--- src/rtl/unpooler_if.sv ---
// Stream bundle for the unpooler: pooled input handshake plus the upsampled
// output stream (data_out / valid_op / end_op).
interface unpooler_if #(
  parameter int DW = 32
);
  logic [DW-1:0] data_in;
  logic          valid_in;
  logic          ready_in;
  logic [DW-1:0] data_out;
  logic          valid_op;
  logic          end_op;

  modport slave (
    input  data_in,
    input  valid_in,
    output ready_in,
    output data_out,
    output valid_op,
    output end_op
  );

  modport master (
    output data_in,
    output valid_in,
    input  ready_in,
    input  data_out,
    input  valid_op,
    input  end_op
  );
endinterface : unpooler_if

--- src/rtl/unpooler.sv ---
// Nearest-neighbour upsampler: buffers one pooled row of N values, then emits it
// P times with every value replicated P times, producing an M x M raster map.
module unpooler #(
  parameter int M  = 4,
  parameter int P  = 2,
  parameter int DW = 32
) (
  input  logic        clk,
  input  logic        master_rst_n,
  input  logic        ce,
  unpooler_if.slave   bus
);

  localparam int N  = M / P;
  localparam int NW = (N > 1) ? $clog2(N) : 1;
  localparam int PW = (P > 1) ? $clog2(P) : 1;

  localparam logic [NW-1:0] N_LAST = NW'(N - 1);
  localparam logic [PW-1:0] P_LAST = PW'(P - 1);
  localparam logic [NW-1:0] N_ZERO = NW'(0);
  localparam logic [PW-1:0] P_ZERO = PW'(0);
  localparam logic [NW-1:0] N_ONE  = NW'(1);
  localparam logic [PW-1:0] P_ONE  = PW'(1);

  typedef enum logic [0:0] {
    FILL = 1'b0,
    EMIT = 1'b1
  } state_t;

  state_t        state_q, state_d;
  logic [NW-1:0] fcol_q, fcol_d;
  logic [NW-1:0] bcol_q, bcol_d;
  logic [PW-1:0] csub_q, csub_d;
  logic [PW-1:0] sub_q, sub_d;
  logic [NW-1:0] prow_q, prow_d;
  logic [DW-1:0] data_out_q, data_out_d;
  logic          valid_op_q, valid_op_d;
  logic          end_op_q, end_op_d;
  logic [DW-1:0] rowbuf [N];

  logic accept_s;
  logic col_wrap_s;
  logic row_done_s;
  logic map_done_s;

  // The output column is tracked as (bcol, csub) so bcol == ocol / P without a divider.
  assign accept_s   = ce && bus.valid_in && (state_q == FILL);
  assign col_wrap_s = (bcol_q == N_LAST) && (csub_q == P_LAST);
  assign row_done_s = col_wrap_s && (sub_q == P_LAST);
  assign map_done_s = row_done_s && (prow_q == N_LAST);

  assign bus.ready_in = (state_q == FILL);
  assign bus.data_out = data_out_q;
  assign bus.valid_op = valid_op_q;
  assign bus.end_op   = end_op_q;

  // State, counters and registered outputs.
  always_ff @(posedge clk or negedge master_rst_n) begin
    if (!master_rst_n) begin
      state_q    <= FILL;
      fcol_q     <= N_ZERO;
      bcol_q     <= N_ZERO;
      csub_q     <= P_ZERO;
      sub_q      <= P_ZERO;
      prow_q     <= N_ZERO;
      data_out_q <= {DW{1'b0}};
      valid_op_q <= 1'b0;
      end_op_q   <= 1'b0;
    end else begin
      state_q    <= state_d;
      fcol_q     <= fcol_d;
      bcol_q     <= bcol_d;
      csub_q     <= csub_d;
      sub_q      <= sub_d;
      prow_q     <= prow_d;
      data_out_q <= data_out_d;
      valid_op_q <= valid_op_d;
      end_op_q   <= end_op_d;
    end
  end

  // Row buffer: written only on accepted words; contents survive reset.
  always_ff @(posedge clk) begin
    if (accept_s) begin
      rowbuf[fcol_q] <= bus.data_in;
    end
  end

  // Next-state logic.
  always_comb begin
    state_d = state_q;
    case (state_q)
      FILL: begin
        if (accept_s && (fcol_q == N_LAST)) begin
          state_d = EMIT;
        end else begin
          state_d = FILL;
        end
      end
      EMIT: begin
        if (ce && row_done_s) begin
          state_d = FILL;
        end else begin
          state_d = EMIT;
        end
      end
      default: state_d = FILL;
    endcase
  end

  // Counter and output logic; valid_op/end_op default low so a ce-low edge clears them.
  always_comb begin
    fcol_d     = fcol_q;
    bcol_d     = bcol_q;
    csub_d     = csub_q;
    sub_d      = sub_q;
    prow_d     = prow_q;
    data_out_d = data_out_q;
    valid_op_d = 1'b0;
    end_op_d   = 1'b0;
    case (state_q)
      FILL: begin
        if (accept_s) begin
          fcol_d = (fcol_q == N_LAST) ? N_ZERO : (fcol_q + N_ONE);
        end else begin
          fcol_d = fcol_q;
        end
      end
      EMIT: begin
        if (ce) begin
          data_out_d = rowbuf[bcol_q];
          valid_op_d = 1'b1;
          end_op_d   = map_done_s;
          if (csub_q == P_LAST) begin
            csub_d = P_ZERO;
            bcol_d = (bcol_q == N_LAST) ? N_ZERO : (bcol_q + N_ONE);
          end else begin
            csub_d = csub_q + P_ONE;
            bcol_d = bcol_q;
          end
          if (col_wrap_s) begin
            sub_d = (sub_q == P_LAST) ? P_ZERO : (sub_q + P_ONE);
          end else begin
            sub_d = sub_q;
          end
          if (row_done_s) begin
            prow_d = (prow_q == N_LAST) ? N_ZERO : (prow_q + N_ONE);
          end else begin
            prow_d = prow_q;
          end
        end else begin
          data_out_d = data_out_q;
        end
      end
      default: begin
        fcol_d = N_ZERO;
      end
    endcase
  end

endmodule : unpooler

--- src/flat_wrapper.sv ---
// flat-port wrapper written by rule: the top's interface ports become plain ports
module unpooler_flat 
#(
  parameter int M  = 4,
  parameter int P  = 2,
  parameter int DW = 32
)
  (clk, master_rst_n, ce, bus_data_in, bus_valid_in, bus_ready_in, bus_data_out, bus_valid_op, bus_end_op);
  unpooler_if #(.DW(DW)) bus_i ();
  input  logic clk;
  input  logic master_rst_n;
  input  logic ce;
  input wire logic [$bits(bus_i.data_in)-1:0] bus_data_in;
  input wire logic [$bits(bus_i.valid_in)-1:0] bus_valid_in;
  output wire logic [$bits(bus_i.ready_in)-1:0] bus_ready_in;
  output wire logic [$bits(bus_i.data_out)-1:0] bus_data_out;
  output wire logic [$bits(bus_i.valid_op)-1:0] bus_valid_op;
  output wire logic [$bits(bus_i.end_op)-1:0] bus_end_op;
  assign bus_i.data_in = bus_data_in;
  assign bus_i.valid_in = bus_valid_in;
  assign bus_ready_in = bus_i.ready_in;
  assign bus_data_out = bus_i.data_out;
  assign bus_valid_op = bus_i.valid_op;
  assign bus_end_op = bus_i.end_op;
  unpooler #(.M(M), .P(P), .DW(DW)) u_core (.clk(clk), .master_rst_n(master_rst_n), .ce(ce), .bus(bus_i));
endmodule
--- config.mk ---
export PLATFORM = sky130hd
export DESIGN_NAME = unpooler_flat
export DESIGN_NICKNAME = d
export VERILOG_FILES = /design/src/rtl/unpooler_if.sv /design/src/rtl/unpooler.sv /design/src/flat_wrapper.sv
export SDC_FILE = /design/constraint.sdc
export NUM_CORES = 1
export LEC_CHECK = 0
export CORE_MARGIN = 4
export CORE_UTILIZATION = 40
export DETAILED_ROUTE_END_ITERATION = 12
export SLEW_MARGIN = 20
export SYNTH_ARGS = -nofsm -noshare
export SYNTH_HDL_FRONTEND = slang
export SYNTH_SLANG_ARGS = --single-unit
--- constraint.sdc ---
create_clock -name clk -period 8.7 [get_ports clk]
set_input_delay 1.305 -clock clk [delete_from_list [all_inputs] [get_ports clk]]
set_output_delay 1.305 -clock clk [all_outputs]
set_load 0.005 [all_outputs]
* Word level (Yosys, flattened, before mapping) *
Memory sizes are Yosys's and may differ from the RTL's. A register that Yosys moved wholly into a read port is not among the register bits.
Cells that the tools add are included.

word-level totals
  input port bits = 36
  memories = 1
  latch bits = 0
  word-level logic and storage cells = 42
  bits in registers = 8
  output and inout port bits = 35
  bits in writable memories = 64
  ROM bits = 0

operators by class
  eq/ne operators = 0
  shift operators = 0
  add/subtract/negate cells = 5
  $lt $le $gt $ge = 0
  divide/modulo/power cells = 0
  reduce and logical (&&, ||, !) cells = 13
  bitwise gates (word level) = 1
  multiply operators = 0
  multiplexer cells = 14

memories
  memory         depth  bits a word  rd ports  clocked after Yosys merged registers in  wr ports  line            text
  u_core.rowbuf  2      32           1         1                                        1         unpooler.sv:39  logic [DW-1:0] rowbuf [N];

operator list
  operator             count
  $mux 1               13
  $reduce_and 3->1     3
  $logic_and 1x1->1    7
  $add 1x1->1 const B  5
  $reduce_and 2->1     2
  $pmux 1 s2           1
  $logic_not 1->1      1
  $not 1->1            1

* Depth between registers and ports, before layout *
Gate-level depths: netlist of the first run.

  word-level depth = 5
  mapped depth = 5
  gate-level depth less buffers = 3

* Worst setup path after synthesis of the first run *
No wires, ideal clock.

  path kind = input to register
  start = input port ce
  end = memory u_core.rowbuf[0][0] (enable)
  slack = 4.674 ns
  arrival time = 3.564 ns
  setup time = 0.461 ns
  cell stages on the path = 2
  path buffers = 0
  required time = 8.239 ns
  cells stage by stage = nand2_1 nor3_1

on the way
  word-level cells in the longest chain between the ends = 4

RTL lines
  item                            line                text
  start: declaration              flat_wrapper.sv:12  input logic ce;
  $logic_and 1x1->1 (2 in a row)  unpooler.sv:47      assign accept_s = ce && bus.valid_in && (state_q == FILL);
  $mux 1                          unpooler.sv:84      if (accept_s) begin
  $mux 1 (implied by the code)    unpooler.sv:85      rowbuf[fcol_q] <= bus.data_in;
  end: declaration                unpooler.sv:39

No other way between the ends.

* Worst setup path in the final report of the first run *
  start = input port ce
  end = memory u_core.rowbuf[1][24] (enable)

Same word-level chain as after synthesis.

==> results of run 1 <==
-- synth_stat cells (all sizes together) --
| cell | count | share of area |
|---|---|---|
| nor3 | 1 | 0.0013 |
| xnor2 | 2 | 0.0047 |
| and4 | 1 | 0.0030 |
| dfrtp | 40 | 0.27 |
| edfxtp | 64 | 0.51 |
| inv | 1 | 0.0010 |
| nand2 | 2 | 0.0020 |
| and2 | 3 | 0.0050 |
| xor2 | 3 | 0.0090 |
| buf | 11 | 0.023 |
| nor2 | 33 | 0.033 |
| a21oi | 33 | 0.044 |
| mux2i | 32 | 0.086 |
| clkbuf | 1 | 0.0020 |
| nand3 | 2 | 0.0027 |
-- critical path: cells and delay by family --
| kind | cells | cell delay, ps |
|---|---|---|
| simple gates | 3 | 960 |
| buf+inv | 1 | 500 |
-- state kept, by name (all words and copies together) (netlist names) --
signal / flops
u_core.bus.data_out: 32
u_core.bus.valid_op: 1
u_core.state_q: 1
u_core.bcol_q: 1
u_core.fcol_q: 1
u_core.bus.end_op: 1
u_core.sub_q: 1
u_core.rowbuf: 64
u_core.csub_q: 1
u_core.prow_q: 1
-- metrics by stage --
stage                      util  cells  worst slack [ps]  hold slack [ps]  cell area, um^2
after global routing      0.523    412              5810              519             4650
after CTS                 0.523    412              5720              498             4650
final                     0.523    412              5900              504             4650
after floorplan               -    229              4670              446             3730
after detailed placement  0.505    396              5340              486             4490
after global placement    0.505    396              5390              469             4490
-- logic make-up (layout without fill, tap and decap cells) --
kind of cell,Yosys count,after routing,synth area share
compound gates,33,33,0.0442
xor+xnor,5,5,0.0137
buf+inv,13,88,0.0265
flops,104,104,0.783
mux,32,32,0.0858
simple gates,42,42,0.0472
-- layout by cell type, fill, tap and decap left out --
master	synthesis	routed
nor2_1	33	33
nand3_1	2	2
a21oi_1	33	33
edfxtp_1	64	64
xor2_2	1	1
and2_4	0	1
xnor2_1	2	2
and2_1	3	1
dfrtp_1	40	39
buf_2	4	1
nor3_2	0	1
clkinvlp_4	0	2
mux2i_1	32	32
xor2_1	2	2
nand2_1	2	2
and4_4	1	1
buf_4	3	1
clkinv_2	0	2
inv_6	0	1
clkbuf_8	0	9
and2_2	0	1
clkdlybuf4s50_1	0	69
dfrtp_2	0	1
inv_1	1	1
clkbuf_1	0	2
-- layout make-up --
type	instances	area, um^2	area share
Sequential cell	104	2920	0.628
Multi-Input combinational cell	112	722	0.155
Timing Repair Buffer	71	703	0.151
Tap cell	108	135	0.0290
Clock buffer	11	131	0.0282
Clock inverter	5	33.8	0.00726
Inverter	1	3.75	0.000807
-- power by group through the flow --
stage               combinational (mW)  sequential (mW)  clock (mW)
CTS                              0.369            0.742       0.269
finish                           0.362            0.738       0.256
detailed placement               0.367            0.750           0
global placement                 0.359            0.748           0
global route                     0.394            0.755       0.287
floorplan                        0.208            0.702           0
-- final timing paths --
| check | start | endpoint | slack (ps) | depth (start not counted) |
|---|---|---|---|---|
| worst max-delay path | ce | u_core.rowbuf[1][24] | 5900 | 4 |
| worst min-delay path | u_core.sub_q | u_core.sub_q | 500 | 1 |
| worst max register to register | u_core.bcol_q | u_core.prow_q | 7000 | 2 |
| worst min register to register | u_core.sub_q | u_core.sub_q | 500 | 1 |
| max in group asynchronous | master_rst_n | u_core.bcol_q | 7000 | 1 |
| min in group asynchronous | master_rst_n | u_core.bus.data_out[16] | 1080 | 1 |
-- layer usage --
layer	up-vias	part of all wire	global-route usage
li1	954	-	-
met1	978	0.40	0.132
met2	58	0.53	0.206
met3	5	0.067	0.0456
met4	0	0.0084	0.0366
met5	-	0	0
==> results.txt, run 1 <==
Outcome -> finished, final reports clean
Logic pwr share -> 0.267
HP Class -> reg2reg
Vias -> 1,995
GRT Total Usage -> 0.117
I/O Buffers -> 70
Fin. Hold Viols -> 0
Final min period -> 2800 ps
Total wire length -> 6300 um
Internal power -> 970 uW
Post-CTS Resized -> 0
Remaining DRCs -> 0
Post-Synthesis Cells -> 229
Clk slew on worst S/H paths -> 80 ps
HPWL Detailed -> 3840 um
CTS Root Cell -> clkbuf_8
FMAX -> 0.357 GHz
Max Cap Violations -> 0
Setup TNS -> 0 ps
Number of synthesized register bits -> 104
Endpoints failing setup -> 0
Setup crit end kind -> flop
Syn nets -> 265
Netlist Area Pre-Place -> 3730 um^2
Highest-delay cell along the critical path -> and2_2
Synth cell types -> 18
Worst-Margin Slew -> 1050 ps
Diodes inserted -> 0
Critical path startpoint category -> input pin
First-pass GRT wire length -> 10,000 um
Period utilization -> 0.322
Share of layout cells above drive strength 1 -> 0.0724
Final ANT Viol Nets -> 0
Antenna violations before repair -> 0
Congestion Overflow GR -> 0
Final Skew -> 9.63 ps
DIE HEIGHT -> 105 um
# rows -> 34
Hold Buf Count CTS -> 0
Core box area -> 8890 um^2
Routability cong. -> 0.677
Synth Area per Inst -> 16.3 um^2
Die area -> 10,900 um^2
Avg Vias per Cell -> 4.84
I/O pin total -> 71
Vias in the first global route -> 2,005
DRT iter0 DRCs -> 83
Drt wl/cell -> 15.3 um
FILL cells -> 762
Power density of the placed cells -> 291 nW/um^2
Effective utilization at floorplan -> 0.420
Fin nets -> 335
Worst setup path class -> in2reg
Crit path DAT -> 2780 ps
Skew-Pair Late Insertion Delay -> 350 ps
Sw frac -> 0.284
Psw -> 386 uW
CP peak stage delay -> 710 ps
Post-CTS Setup Bufs -> 0
Overall power -> 1.36 mW
H-tree levels -> 3
CP max FO -> 32
Register area share after synthesis -> 0.783
Sequential power share -> 0.544
Drt first pass iters -> 4
RSZ-0062 raised after global routing -> false
Largest net degree at the start of global routing -> 70
Total CTS buffers -> 9
Ys Warns -> 0
Clock Power Share -> 0.189
Layout area overhead -> 24.6%
Critical path data required time -> 8680 ps
Slew headroom -> 0.298
CTS max path bufs -> 2
Critical-path cell list -> clkdlybuf4s50_1 -> nand2_1 -> nor2_1 -> and2_2
LEAKAGE -> 1.73 nW
CTS tree -> done
Clock sink count -> 104
Die extent in x -> 105 um
Final Max Tran Viols -> 0
VDD IR max -> 0.120 mV
(Power assumes the default switching activity.)
==> run 2: changes to the inputs <==
==> constraint.sdc (replaced) <==
create_clock -name clk -period 2.65 [get_ports clk]
set_input_delay 0.3975 -clock clk [delete_from_list [all_inputs] [get_ports clk]]
set_output_delay 0.3975 -clock clk [all_outputs]
set_load 0.005 [all_outputs]
==> results.txt, run 2 (same netlist as run 1, synthesis figures left out) <==
Worst hold slack -> 92.2 ps (-412 ps)
Remaining DRCs -> 0 (unchanged)
Avg Vias per Cell -> 4.76 (-1.8%)
# rows -> 34 (unchanged)
Critical path startpoint category -> flop
DRT iter0 DRCs -> 55 (-34%)
Final Max Tran Viols -> 0 (unchanged)
Final core occ -> 0.533 (+0.00985)
Die area -> 10,900 um^2 (unchanged)
Vias -> 1,983 (-0.60%)
CTS Root Cell -> clkbuf_8
Effective utilization at floorplan -> 0.420 (unchanged)
HPWL Detailed -> 3890 um (+1.2%)
Antenna violations before repair -> 0 (unchanged)
CTS max path bufs -> 2 (unchanged)
Worst Setup SP -> u_core.state_q
GRT Total Usage -> 0.119 (+0.00233)
Fin nets -> 340 (+1.5%)
Highest-delay cell along the critical path -> clkdlybuf4s50_1
Worst-Margin Slew -> 558 ps (-496 ps)
GRT met1 Usage -> 0.145 (+0.0133)
Total wire length -> 6170 um (-2.1%)
Hold Buf Count CTS -> 0 (unchanged)
Core box area -> 8890 um^2 (unchanged)
Post-CTS Setup Bufs -> 0 (unchanged)
RSZ-0062 raised after global routing -> false
Clock sink count -> 104 (unchanged)
Setup TNS -> 0 ps (unchanged)
Skew-Pair Late Insertion Delay -> 360 ps (about the same)
FMAX -> 0.561 GHz
Diodes inserted -> 0 (unchanged)
Final min period -> 1780 ps
Outcome -> finished, final reports clean
I/O Buffers -> 70 (unchanged)
Max reg flops -> 64 (unchanged)
Most common cell after layout, fill and taps aside -> clkdlybuf4s50_1
Max Cap Violations -> 0 (unchanged)
Register area -> 2920 um^2 (unchanged)
First-pass GRT wire length -> 10,200 um (+2.1%)
Worst setup path class -> reg2out
Layout area overhead -> 26.9%
Largest net degree at the start of global routing -> 47 (-33%)
LEAKAGE -> 1.78 nW (+2.8%)
Inst Count DP -> 401 (+1.3%)
VDD IR max -> 0.428 mV (+260%)
Drt wl/cell -> 14.8 um (-3.3%)
Share of layout cells above drive strength 1 -> 0.0939 (+0.0215)
Fin area -> 4740 um^2 (+1.9%)
Dpl cell area -> 4560 um^2 (+1.5%)
Area occupied by multi-input gates -> 727 um^2 (+0.69%)
CTS tree -> done
Slew headroom -> 0.628 (+0.331)
R2R Path Start -> u_core.bcol_q
Grt met2 use -> 0.200 (-0.00600)
Drt first pass iters -> 4 (unchanged)
H-tree levels -> 3 (unchanged)
Setup crit end kind -> output port
Power density of the placed cells -> 957 nW/um^2 (+230%)
Critical path data required time -> 2250 ps (-6430 ps)
GRT Max-Usage Layer -> met2
Most flops, register -> u_core.rowbuf
CP peak stage delay -> 500 ps (-210 ps)
Most frequent cells in the layout -> clkdlybuf4s50_1, edfxtp_1, dfrtp_1
Crit path DAT -> 1390 ps (-1390 ps)
Met3 Use GR -> 0.0370 (-0.00863)
I/O pin total -> 71 (unchanged)
Critical-path cell list -> inv_1 -> clkdlybuf4s50_1
Endpoints failing setup -> 0 (unchanged)
Fin. Hold Viols -> 0 (unchanged)
Clk slew on worst S/H paths -> 110 ps (+30 ps)
HP Class -> in2async
Total CTS buffers -> 9 (unchanged)
Non-Filler Instances -> 417 (+1.2%)
Routability cong. -> 0.655 (-3.1%)
Post-CTS Resized -> 0 (unchanged)
DIE HEIGHT -> 105 um (unchanged)
Vias in the first global route -> 2,062 (+2.8%)
Final ANT Viol Nets -> 0 (unchanged)
Die extent in x -> 105 um (unchanged)
CP max FO -> 4 (-88%)
FILL cells -> 750 (-1.6%)
Congestion Overflow GR -> 0 (unchanged)
Period utilization -> 0.673
Final Skew -> 16.7 ps (+7.09 ps)
## run 2: changes by cell type in the layout (fill, tap and decap cells not counted), moves of 2 or more
| cell | before | now |
|---|---|---|
| buf_12 | 0 | 2 |
| inv_8 | 0 | 2 |
| buf_4 | 1 | 4 |
| clkbuf_1 | 2 | 0 |
## run 2: layer usage
metal / up-vias / part of all wire
met5: - / 0
met4: 0 / 0.014
met3: 8 / 0.058
met2: 47 / 0.49
met1: 958 / 0.44
li1: 970 / -
## run 2: path summary, 6_finish.rpt
kind                                           end  slack [ps]  depth (start not counted)
max reg2reg                u_core.bus.data_out[28]        1150                          3
min reg2reg                           u_core.sub_q         480                          1
max in group asynchronous            u_core.bcol_q        2150                          2
min in group clk                      u_core.sub_q         480                          1
min                         u_core.bus.data_out[5]          90                          2
max                                   bus_ready_in         870                          2
## run 2: critical path, delay by kind of cell (launching register included)
kind	cells	cell delay, ps
buf+inv	2	590
flops	1	440
## run 2: metrics by stage
step / worst slack [ps] / power [mW]
after floorplan: 514 / 2.99
after global placement: 749 / 3.67
after detailed placement: 730 / 3.70
after CTS: 832 / 4.62
after global routing: 807 / 4.82
final: 866 / 4.54
## run 2: power by group
group / total [mW] / internal, mW / switching (mW) / leakage [nW]
clock: 0.906 / 0.361 / 0.544 / 0.0940
combinational: 1.28 / 0.787 / 0.497 / 0.659
sequential: 2.34 / 2.08 / 0.264 / 1.03
total: 4.54 / 3.23 / 1.31 / 1.78
## run 2: layout make-up
type	count	area share
clock buffers	9	0.0261
repair buffers	76	0.162
multi-input cells	112	0.153
flip-flops and latches	104	0.617
inverters	1	0.000792
clock inverters	7	0.0129
well taps	108	0.0285
